**config.mk**
```make
export PLATFORM = sky130hd
export DESIGN_NAME = mips_multicycle_ctrl
export DESIGN_NICKNAME = d
export VERILOG_FILES = /design/src/rtl/mips_multicycle_ctrl.sv
export SDC_FILE = /design/constraint.sdc
export NUM_CORES = 1
export LEC_CHECK = 0
export ABC_AREA = 1
export ABC_CLOCK_PERIOD_IN_PS = 4500
export CAP_MARGIN = 20
export CORE_MARGIN = 5
export CORE_UTILIZATION = 23
export CTS_BUF_LIST = sky130_fd_sc_hd__clkbuf_16
export DETAILED_ROUTE_END_ITERATION = 10
export PLACE_DENSITY_LB_ADDON = 0.12
export SETUP_SLACK_MARGIN = 0.3
export SYNTH_ARGS = -nofsm -noshare
export SYNTH_HDL_FRONTEND = slang
export SYNTH_SLANG_ARGS = --single-unit
```
**constraint.sdc**
```tcl
create_clock -name clk -period 4.5 [get_ports clk]
set_clock_uncertainty 0.05 [all_clocks]
set_input_delay 0.45 -clock clk [delete_from_list [all_inputs] [get_ports clk]]
set_output_delay 0.45 -clock clk [all_outputs]
set_load 0.02 [all_outputs]
```
**src/rtl/mips_multicycle_ctrl.sv**
```systemverilog
// mips_multicycle_ctrl
//   Multi-cycle control FSM for a MIPS subset (ADD, SUB, AND, OR, LW, SW, BEQ).
//   It steps the datapath through FETCH/DECODE/EXEC/MEM/WB and drives one-cycle
//   enables. The MEM states wait on a data-memory ready handshake. The block
//   counts retired instructions and halts when it decodes an illegal instruction.
//
// Parameters
//   CNT_W     width of the retired-instruction counter (wraps modulo 2^CNT_W)
//   MEM_WAIT  1: MEM_RD/MEM_WR wait for mem_ready; 0: single-cycle memory
//
// Ports
//   clk, rst       rising-edge clock; asynchronous active-high reset
//   opcode, funct  instruction fields, stable from DECODE until the next FETCH
//   zero           ALU result equals zero (branch condition)
//   mem_ready      data memory has completed the current access
//   ir_we, pc_we   instruction register / PC load enables
//   pc_src         0: PC+4, 1: branch target
//   alu_src_b      0: Rt, 1: sign-extended immediate
//   alu_op         00 add, 01 sub, 10 use funct
//   reg_we, reg_dst, mem_to_reg   register-file write controls
//   mem_re, mem_we data memory read / write requests
//   state          current state encoding (debug)
//   illegal        sticky flag: an unsupported opcode or funct was decoded
//   retired        count of completed instructions
module mips_multicycle_ctrl #(
   parameter int unsigned CNT_W    = 32,
   parameter bit          MEM_WAIT = 1'b1
) (
   input  logic             clk,
   input  logic             rst,
   input  logic [5:0]       opcode,
   input  logic [5:0]       funct,
   input  logic             zero,
   input  logic             mem_ready,
   output logic             ir_we,
   output logic             pc_we,
   output logic             pc_src,
   output logic             alu_src_b,
   output logic [1:0]       alu_op,
   output logic             reg_we,
   output logic             reg_dst,
   output logic             mem_to_reg,
   output logic             mem_re,
   output logic             mem_we,
   output logic [3:0]       state,
   output logic             illegal,
   output logic [CNT_W-1:0] retired
);

   localparam int unsigned OP_W = 6;

   localparam logic [OP_W-1:0] OP_RTYPE = 6'b000000;
   localparam logic [OP_W-1:0] OP_LW    = 6'b100011;
   localparam logic [OP_W-1:0] OP_SW    = 6'b101011;
   localparam logic [OP_W-1:0] OP_BEQ   = 6'b000100;

   localparam logic [OP_W-1:0] FN_ADD = 6'b100000;
   localparam logic [OP_W-1:0] FN_SUB = 6'b100010;
   localparam logic [OP_W-1:0] FN_AND = 6'b100100;
   localparam logic [OP_W-1:0] FN_OR  = 6'b100101;

   localparam logic [1:0] ALU_ADD   = 2'b00;
   localparam logic [1:0] ALU_SUB   = 2'b01;
   localparam logic [1:0] ALU_FUNCT = 2'b10;

   typedef enum logic [3:0] {
      S_FETCH    = 4'd0,
      S_DECODE   = 4'd1,
      S_EXEC_R   = 4'd2,
      S_R_WB     = 4'd3,
      S_MEM_ADDR = 4'd4,
      S_MEM_RD   = 4'd5,
      S_MEM_WB   = 4'd6,
      S_MEM_WR   = 4'd7,
      S_BRANCH   = 4'd8,
      S_HALT     = 4'd9
   } state_e;

   state_e            state_q, state_d;
   logic              illegal_q, illegal_d;
   logic [CNT_W-1:0]  retired_q, retired_d;
   logic              funct_ok;
   logic              mem_done;

   assign funct_ok = (funct == FN_ADD) || (funct == FN_SUB) ||
                     (funct == FN_AND) || (funct == FN_OR);

   // With MEM_WAIT=0 the memory is assumed to finish in one cycle
   assign mem_done = (MEM_WAIT == 1'b0) || mem_ready;

   // State, sticky illegal flag and retire counter
   always_ff @(posedge clk or posedge rst) begin
      if (rst) begin
         state_q   <= S_FETCH;
         illegal_q <= 1'b0;
         retired_q <= '0;
      end else begin
         state_q   <= state_d;
         illegal_q <= illegal_d;
         retired_q <= retired_d;
      end
   end

   // Next-state and Moore output decode
   always_comb begin
      state_d    = state_q;
      illegal_d  = illegal_q;
      retired_d  = retired_q;
      ir_we      = 1'b0;
      pc_we      = 1'b0;
      pc_src     = 1'b0;
      alu_src_b  = 1'b0;
      alu_op     = ALU_ADD;
      reg_we     = 1'b0;
      reg_dst    = 1'b0;
      mem_to_reg = 1'b0;
      mem_re     = 1'b0;
      mem_we     = 1'b0;

      case (state_q)
         S_FETCH: begin
            ir_we   = 1'b1;
            pc_we   = 1'b1;
            pc_src  = 1'b0;
            state_d = S_DECODE;
         end
         S_DECODE: begin
            if ((opcode == OP_RTYPE) && funct_ok) begin
               state_d = S_EXEC_R;
            end else if ((opcode == OP_LW) || (opcode == OP_SW)) begin
               state_d = S_MEM_ADDR;
            end else if (opcode == OP_BEQ) begin
               state_d = S_BRANCH;
            end else begin
               illegal_d = 1'b1;
               state_d   = S_HALT;
            end
         end
         S_EXEC_R: begin
            alu_src_b = 1'b0;
            alu_op    = ALU_FUNCT;
            state_d   = S_R_WB;
         end
         S_R_WB: begin
            reg_we     = 1'b1;
            reg_dst    = 1'b1;
            mem_to_reg = 1'b0;
            alu_op     = ALU_FUNCT;
            retired_d  = retired_q + CNT_W'(1);
            state_d    = S_FETCH;
         end
         S_MEM_ADDR: begin
            alu_src_b = 1'b1;
            alu_op    = ALU_ADD;
            state_d   = (opcode == OP_LW) ? S_MEM_RD : S_MEM_WR;
         end
         S_MEM_RD: begin
            mem_re    = 1'b1;
            alu_src_b = 1'b1;
            if (mem_done) begin
               state_d = S_MEM_WB;
            end
         end
         S_MEM_WB: begin
            reg_we     = 1'b1;
            reg_dst    = 1'b0;
            mem_to_reg = 1'b1;
            retired_d  = retired_q + CNT_W'(1);
            state_d    = S_FETCH;
         end
         S_MEM_WR: begin
            mem_we    = 1'b1;
            alu_src_b = 1'b1;
            if (mem_done) begin
               retired_d = retired_q + CNT_W'(1);
               state_d   = S_FETCH;
            end
         end
         S_BRANCH: begin
            alu_src_b = 1'b0;
            alu_op    = ALU_SUB;
            pc_we     = zero;
            pc_src    = 1'b1;
            retired_d = retired_q + CNT_W'(1);
            state_d   = S_FETCH;
         end
         S_HALT: begin
            state_d = S_HALT;
         end
         default: begin
            state_d = S_FETCH;
         end
      endcase

      // Reset parks the FSM in FETCH; suppress its enables (drops in-flight stores)
      if (rst) begin
         ir_we  = 1'b0;
         pc_we  = 1'b0;
         pc_src = 1'b0;
         reg_we = 1'b0;
         mem_re = 1'b0;
         mem_we = 1'b0;
      end
   end

   assign state   = state_q;
   assign illegal = illegal_q;
   assign retired = retired_q;

endmodule

```
==> results of run 1 <==
## logic make-up (layout without fill, tap and decap cells)
logic type,after synthesis,in the layout
xor gates and xnor gates,11,11
and+or+nand+nor,309,309
buffers and inverters,52,117
AOI/OAI and AO/OA,17,17
adders and majority gates,1,1
DFF,37,37
## metal layers
metal	vias up	GRT usage	share of wire
met5	-	0	0
met4	0	0.0329	0.013
met3	5	0.0278	0.049
met2	51	0.197	0.46
met1	1203	0.159	0.48
li1	1430	-	-
## final cells by class
type / instances / share of cell area
Inverter: 45 / 0.0473
Tap cell: 143 / 0.0501
Timing Repair Buffer: 64 / 0.179
Sequential cell: 37 / 0.259
Clock inverter: 3 / 0.0182
Multi-Input combinational cell: 338 / 0.411
Clock buffer: 5 / 0.0351
## cell usage after synthesis, drive strengths merged
cell type,number,area share
a21oi,5,0.0095
buf,7,0.023
dfrtp,37,0.35
ha,1,0.0048
inv,45,0.064
nand2,201,0.29
nand3,24,0.048
nand3b,2,0.0057
nand4,3,0.013
nor2,75,0.12
nor3,2,0.0057
nor3b,2,0.0057
o211ai,1,0.0029
o21ai,10,0.019
o22ai,1,0.0024
xnor2,2,0.0067
xor2,9,0.030
## sequential cells by signal, indices dropped and copies added (netlist names)
name	flops
state	4
retired	32
illegal	1
## layout by cell type (no fill, tap or decap)
cell and count:
nor2_4 2, inv_1 42, a21oi_1 5, nand4_4 1
o21ai_0 10, nor2_2 3, nand2_2 3, xor2_1 9
clkdlybuf4s50_1 63, nor3b_1 2, nand3_1 23, nand3b_1 2
dfrtp_1 37, nand4_1 2, bufinv_16 2, clkinv_2 1
buf_4 1, nand3_2 1, inv_2 3, xnor2_1 2
o211ai_1 1, ha_1 1, clkbuf_16 5, nand2_1 198
o22ai_1 1, nor3_2 1, nor3_1 1, nor2_1 70
## critical path, cell delays in order, from the launching register on
cell             delay, ns
dfrtp_1               0.51
nor2_1                0.25
nand3_2               0.16
inv_1                 0.11
nand2_1               0.05
a21oi_1               0.11
clkdlybuf4s50_1       0.63
## per-stage QoR
step | cells | util
after floorplan | 427 | -
after global placement | 627 | 0.299
after detailed placement | 627 | 0.299
after CTS | 635 | 0.315
after global routing | 635 | 0.315
final | 635 | 0.315
## power by group
part | leakage (nW) | switching (mW) | internal, mW | total [mW]
Sequential | 0.501 | 0.0539 | 0.362 | 0.416
Combinational | 0.993 | 0.258 | 0.145 | 0.403
Clock | 0.0938 | 0.143 | 0.317 | 0.460
Total | 1.59 | 0.454 | 0.824 | 1.28
## final timing paths
check	startpoint	endpoint	slack (ns)
worst min register to register	illegal	illegal	0.44
worst min-delay path	illegal	illegal	0.44
worst max register to register	state[0]	retired[23]	2.33
worst max-delay path	state[0]	pc_we	1.88
min in group asynchronous	rst	state[1]	0.76
max in group asynchronous	rst	retired[8]	2.87
==> metrics, run 1 <==
hold_ws=0.441 ns; synthesized area per cell=6.14 sq um; GRT Residual Overflow=0; total track usage=0.120; H-tree Lvls=2; PD cells=358 nW/um^2; # port buffers=63; outcome=finished clean; Post-Synthesis Net Count=444; area of the multi-input gates=1470 sq um; starting density of the core=0.232; drt wl/cell=12.0 um; Hold Buf Count CTS=0; final worst setup slack=1.88 ns; dpl cell area=3380 sq um; Synth Area in Simple Gates=0.484; Max Fclk=382 MHz; Post-Synth XOR/XNOR Area=0.0367; final max-slew violation count=0; TritonCTS clock tree=built; WL final=7640 um; CP Launch Type=flip-flop; clock slew seen by the registers of the worst setup and hold paths=0.06 ns; Net count, final=508; CP arrival=2.12 ns; detailed placement HPWL=6130 um; # DRC=0; Initial DRC Count=80; Area Overhead vs Synth=36.1%; synth unique cells=26; DIE HEIGHT=117 um; total die area=13600 sq um; worst setup path class=flip-flop to output pin; Fillers=1284; Clock Path Buffers=2; Final Instance Area=3570 sq um; Rel. slew slack=0.457; largest family of logic cells by synthesized area=simple AND/OR/NAND/NOR gates; Compound-Gate Fraction of Synth Area=0.0339; pre-CTS setup slack=2.13 ns; initial antenna violation count=0; Hold Path Stages=2; pin count of the biggest net entering global routing=41; Leak Pwr=1.59 nW; Final Total Pwr=1.28 mW; Max-cap violations=0; WP data required=4.00 ns; Placer Congestion=0.826; I/O pins=64; first-pass GRT wire length=13000 um; root buffer cell=clkbuf_16; n_diodes=0; critical path fanouts, max=9; number of global-route vias before repair=2627; setup TNS=0 ns; # setup viols final=0; synthesized area=2620 sq um; vias post-DR=2689; DR pass1 iterations=4; RSZ-0062 raised after global routing=false; adder-cell share of the synthesized area=0.00477; CP Capture Type=output pin; cells after synthesis=427; depth of the most critical reg-to-reg path=6; post-CTS resize count=0; Final min period=2.62 ns; mux cell area share after synthesis=0; Seq/Total Area, Yosys=0.353; layout cells sized above 1=0.0467; Vias per Instance=4.23; Final Hold Viols=0; Ys Warns=0; Post-CTS Setup Bufs=0; Routed Antenna Nets=0; Seq cells post-synth=37; final worst path period share=0.581; TritonCTS Buffers=5; CTS Sinks=37; Std-Cell Rows=39; worst hold path class=flip-flop to flip-flop; Worst-Skew Late Latency=0.28 ns; register area=926 sq um; Die W=117 um; Peak VDD IR=204 uV; Slew @ Worst Pin=0.813 ns; core area=11300 sq um
Note: power is estimated with default switching activity, not from simulation.
==> run 2: changes to the inputs <==
--- a/config.mk
+++ b/config.mk
@@ -6,7 +6,7 @@
 export NUM_CORES = 1
 export LEC_CHECK = 0
 export ABC_AREA = 1
-export ABC_CLOCK_PERIOD_IN_PS = 4500
+export ABC_CLOCK_PERIOD_IN_PS = 2200
 export CAP_MARGIN = 20
 export CORE_MARGIN = 5
 export CORE_UTILIZATION = 23
==> constraint.sdc (replaced) <==
create_clock -name clk -period 2.2 [get_ports clk]
set_clock_uncertainty 0.05 [all_clocks]
set_input_delay 0.22 -clock clk [delete_from_list [all_inputs] [get_ports clk]]
set_output_delay 0.22 -clock clk [all_outputs]
set_load 0.02 [all_outputs]
==> metrics, run 2 (synthesis results as in run 1) <==
Max Fclk=559 MHz; met3 usage=0.0370 (+0.00925); n_diodes=0 (unchanged); core area=11300 sq um (unchanged); TritonCTS Buffers=5 (unchanged); CP Capture Type=output pin; hold_ws=0.424 ns (-0.0171 ns); area of the multi-input gates=1480 sq um (+0.68%); most frequent cells in the layout=nand2_1, nor2_1, clkdlybuf4s50_1; # DRC=0 (unchanged); Post-CTS Setup Bufs=0 (unchanged); final max-slew violation count=0 (unchanged); Area Overhead vs Synth=35.4%; root buffer cell=clkbuf_16; Final min period=1.79 ns; final worst path period share=0.813; TritonCTS clock tree=built; I/O pins=64 (unchanged); drt wl/cell=12.2 um (+1.6%); slowest stage cell on the critical path=dfrtp_2; Final Hold Viols=0 (unchanged); delay-heaviest family, CP=flip-flops; Placer Congestion=0.880 (+6.5%); Net count, final=513 (+0.98%); Peak VDD IR=446 uV (+120%); initial antenna violation count=0 (unchanged); Hold Buf Count CTS=0 (unchanged); met2 Usage GRT=0.210 (+0.0137); WL final=7820 um (+2.4%); CP arrival=1.52 ns (-0.60 ns); grt peak-use layer=met2; Fillers=1292 (+0.62%); DIE HEIGHT=117 um (unchanged); outcome=finished clean; max reg flops=32 (unchanged); detailed placement HPWL=6250 um (+1.9%); Max-cap violations=0 (unchanged); Die W=117 um (unchanged); worst path cell trace=nor2_2, nand3_2, nor2_1, dlygate4sd2_1; RSZ-0062 raised after global routing=true; critical path fanouts, max=7 (-2); H-tree Lvls=2 (unchanged); met1 GRT Util=0.161 (+0.00149); pin count of the biggest net entering global routing=38 (-7.3%); clock slew seen by the registers of the worst setup and hold paths=0.06 ns (about the same); # port buffers=63 (unchanged); Std-Cell Rows=39 (unchanged); setup TNS=0 ns (unchanged); worst hold path class=flip-flop to flip-flop; Clock Path Buffers=2 (unchanged); worst path bufs/invs=1 (-1); DR pass1 iterations=4 (unchanged); number of global-route vias before repair=2722 (+3.6%); total track usage=0.125 (+0.00472); layout cells sized above 1=0.0644 (+0.0176); Worst-Skew Late Latency=0.28 ns (about the same); Initial DRC Count=150 (+88%); Rel. slew slack=0.655 (+0.197); Leak Pwr=1.64 nW (+3.3%); starting density of the core=0.232 (unchanged); vias post-DR=2718 (+1.1%); first-pass GRT wire length=13400 um (+3.2%); Routed Antenna Nets=0 (unchanged); Largest stage delay, worst path=0.46 ns (-0.17 ns); total die area=13600 sq um (unchanged); Slew @ Worst Pin=0.518 ns (-0.295 ns); commonest non-fill, non-tap cell in the layout=nand2_1; register area=928 sq um (+0.27%); GRT Residual Overflow=0 (unchanged); # setup viols final=0 (unchanged); CTS Sinks=37 (unchanged); PD cells=692 nW/um^2 (+93%); Vias per Instance=4.25 (+0.29%); worst setup path class=flip-flop to output pin; CP Launch Type=flip-flop; WP data required=1.93 ns (-2.07 ns)
## run 2: routing by layer
| metal | part of all wire | up-vias |
|---|---|---|
| li1 | - | 1449 |
| met1 | 0.47 | 1202 |
| met2 | 0.47 | 60 |
| met3 | 0.056 | 7 |
| met4 | 0.010 | 0 |
| met5 | 0 | - |
## run 2: path summary, 6_finish.rpt
kind,cells past startpoint,slack (ns),start,end
worst max-delay path,4,0.41,state[1],pc_src
max in group asynchronous,3,1.24,rst,state[3]
worst max register to register,8,0.49,state[0],retired[2]
worst min register to register,2,0.42,illegal,illegal
min in group asynchronous,3,0.48,rst,retired[14]
worst min-delay path,2,0.42,illegal,illegal
## run 2: through the flow
step | worst slack, ns | instances | instance area (sq um) | utilization | power, mW
2_1_floorplan | 0.403 | 427 | 2620 | - | 1.45
3_3_place_gp | 0.268 | 632 | 3430 | 0.303 | 1.81
3_5_place_dp | 0.179 | 632 | 3430 | 0.303 | 1.82
4_1_cts | 0.240 | 640 | 3560 | 0.315 | 2.52
5_1_grt | 0.279 | 640 | 3550 | 0.314 | 2.63
6_report | 0.410 | 640 | 3550 | 0.314 | 2.46
## run 2: layout make-up
| class | instances | area share |
|---|---|---|
| multi-input cells | 338 | 0.416 |
| flip-flops and latches | 37 | 0.261 |
| repair buffers | 69 | 0.187 |
| well taps | 143 | 0.0504 |
| inverters | 45 | 0.0475 |
| clock buffers | 5 | 0.0352 |
| clock inverters | 3 | 0.00317 |
## run 2: worst register-to-register path, stage by stage, from the launching register on
cell and delay, ns:
dfrtp_1 0.38, buf_4 0.17, nand2_1 0.10, nor2_1 0.07, nand2_1 0.12, nand4_4 0.24, buf_4 0.28, o21ai_0 0.08
o21ai_0 0.10
## run 2: timing repair
item                       in CTS  in global routing
setup endpoints to repair      11                  6
gates cloned                    0                  0
pin swaps                       0                  0
gates resized for setup        16                  7
## run 2: report_power, final
group | switching, mW | leakage (nW) | internal (mW) | total (mW)
sequential | 0.0722 | 0.498 | 0.744 | 0.817
clock | 0.277 | 0.0776 | 0.408 | 0.685
combinational | 0.598 | 1.06 | 0.360 | 0.958
==> run 3: changes to the inputs <==
--- a/config.mk
+++ b/config.mk
@@ -6,7 +6,7 @@
 export NUM_CORES = 1
 export LEC_CHECK = 0
 export ABC_AREA = 1
-export ABC_CLOCK_PERIOD_IN_PS = 2200
+export ABC_CLOCK_PERIOD_IN_PS = 1600
 export CAP_MARGIN = 20
 export CORE_MARGIN = 5
 export CORE_UTILIZATION = 23
==> constraint.sdc (replaced) <==
create_clock -name clk -period 1.6 [get_ports clk]
set_clock_uncertainty 0.05 [all_clocks]
set_input_delay 0.16 -clock clk [delete_from_list [all_inputs] [get_ports clk]]
set_output_delay 0.16 -clock clk [all_outputs]
set_load 0.02 [all_outputs]
==> metrics, run 3 (synthesis results as in run 1) <==
P_int=2.60 mW (+72%); # setup viols final=2 (+2); n_diodes=0 (unchanged); critical path fanouts, max=13 (+6); final max-slew violation count=0 (unchanged); I/O pins=64 (unchanged); Worst-Skew Late Latency=0.28 ns (about the same); HP Start=illegal; Sw Ratio=0.386 (+0.00131); TritonCTS clock tree=built; Clock Path Buffers=2 (unchanged); TritonCTS Buffers=5 (unchanged); initial antenna violation count=0 (unchanged); outcome=complete, but fails checks; DR top layer=met4; DR pass1 iterations=4 (unchanged); CP arrival=1.73 ns (+0.21 ns); drt wl/cell=12.4 um (+1.4%); WP data required=1.70 ns (-0.23 ns); max reg flops=32 (unchanged); detailed placement HPWL=6620 um (+6.0%); GRT Residual Overflow=0 (unchanged); RSZ-0062 raised after global routing=true; # DRC=0 (unchanged); Final Core Density=0.368 (+0.0544); H-tree Lvls=2 (unchanged); total track usage=0.128 (+0.00284); Area Overhead vs Synth=58.9%; DIE HEIGHT=117 um (unchanged); Routed Antenna Nets=0 (unchanged); Placer Congestion=0.846 (-3.8%); Reg power frac=0.273 (-0.059); Die W=117 um (unchanged); layout cells sized above 1=0.286 (+0.222); root buffer cell=clkbuf_16; Std-Cell Rows=39 (unchanged); pin count of the biggest net entering global routing=38 (unchanged); sw power=1.64 mW (+73%); Rel. slew slack=0.748 (+0.0931); Final Hold Viols=0 (unchanged); Vias per Instance=4.26 (+0.41%); final worst setup slack=-0.0363 ns (-0.447 ns); pre-CTS setup slack=-0.190 ns (-0.368 ns); Comb power frac=0.507 (+0.118); final worst path period share=1.02; starting density of the core=0.232 (unchanged); failing checks=setup timing; Max Fclk=611 MHz; Initial DRC Count=118 (-21%); number of global-route vias before repair=2931 (+7.7%); worst setup path class=flip-flop to flip-flop; core area=11300 sq um (unchanged); Worst R2R Start=state[2]; Slew @ Worst Pin=0.377 ns (-0.140 ns); Max-cap violations=0 (unchanged); CP Capture Type=flip-flop; Peak VDD IR=626 uV (+40%); CTS Sinks=37 (unchanged); total die area=13600 sq um (unchanged); Leak Pwr=1.96 nW (+20%); # port buffers=63 (unchanged); Final min period=1.64 ns; WL final=8440 um (+7.8%); vias post-DR=2904 (+6.8%); most frequent cells in the layout=nand2_1, nor2_1, inv_1; CP Launch Type=flip-flop; Final Instance Area=4170 sq um (+17%); setup TNS=-0.0445 ns (-0.0445 ns); clock slew seen by the registers of the worst setup and hold paths=0.05 ns (about the same); dpl cell area=3760 sq um (+9.7%); first-pass GRT wire length=13900 um (+3.8%); Met1 Wirelength=3960 um (+8.6%); worst setup path start=state[2]; Clock power frac=0.221 (-0.058); DR WL met2=3970 um (+8.5%); worst hold path class=flip-flop to flip-flop; Net count, final=554 (+8.0%); met3 wire length=400 um (-8.0%); hold_ws=0.420 ns (-0.00409 ns); PD cells=1020 nW/um^2 (+47%); commonest non-fill, non-tap cell in the layout=nand2_1
[run 3: cell count changes in the layout (fill, tap and decap cells not counted), sizes merged]
cell and change:
buf +59, clkdlybuf4s50 -37, clkdlybuf4s15 +14, clkbuf +5, dlygate4sd2 -1, dlymetal6s2s +1
[run 3: per-layer routing]
| metal | vias up | track usage |
|---|---|---|
| met5 | - | 0 |
| met2 | 61 | 0.215 |
| met3 | 7 | 0.0211 |
| li1 | 1521 | - |
| met4 | 0 | 0.0283 |
| met1 | 1315 | 0.172 |
[run 3: critical path, stage by stage (launching register included)]
cell and delay (ns):
dfrtp_2 0.44, buf_6 0.14, nand2_8 0.07, inv_4 0.05, nand2_4 0.08, buf_6 0.10
nand4_4 0.19, buf_6 0.22, o21ai_0 0.07, o21ai_0 0.09
[run 3: what timing repair did]
| action | CTS | global route |
|---|---|---|
| setup buffers | 8 | 4 |
| hold buffers | 0 | 0 |
| gates cloned | 0 | 1 |
| setup endpoints to repair | 85 | 68 |
| pin swaps | 4 | 4 |
| resized for setup | 185 | 42 |
| endpoints found under the hold margin | 0 | 0 |
[run 3: metrics by stage]
step / total power, mW / cells
after floorplan: 2.14 / 427
after global placement: 2.77 / 660
after detailed placement: 2.77 / 660
after CTS: 4.05 / 676
after global routing: 4.49 / 681
final: 4.24 / 681
[run 3: final timing paths]
| path | end | slack, ns | depth (start not counted) |
|---|---|---|---|
| max | retired[6] | -0.04 | 9 |
| min | illegal | 0.42 | 2 |
| max reg2reg | retired[6] | -0.04 | 9 |
| min reg2reg | illegal | 0.42 | 2 |
| max in group asynchronous | state[3] | 0.75 | 4 |
| min in group asynchronous | retired[12] | 0.51 | 4 |
[run 3: power by group through the flow]
stage | clock (mW) | combinational [mW] | sequential [mW]
final | 0.935 | 2.15 | 1.16
after global routing | 1.00 | 2.32 | 1.17
after CTS | 0.965 | 1.92 | 1.16
after detailed placement | 0 | 1.59 | 1.18
after global placement | 0 | 1.59 | 1.18
after floorplan | 0 | 0.866 | 1.27
[run 3: layout make-up]
type	count	area [sq um]
clock inverter	3	11.3
tap	143	179
sequential	37	953
fill	1258	7150
inverter	45	189
multi-input combinational	338	1670
timing repair buffer	110	1040
clock buffer	5	125
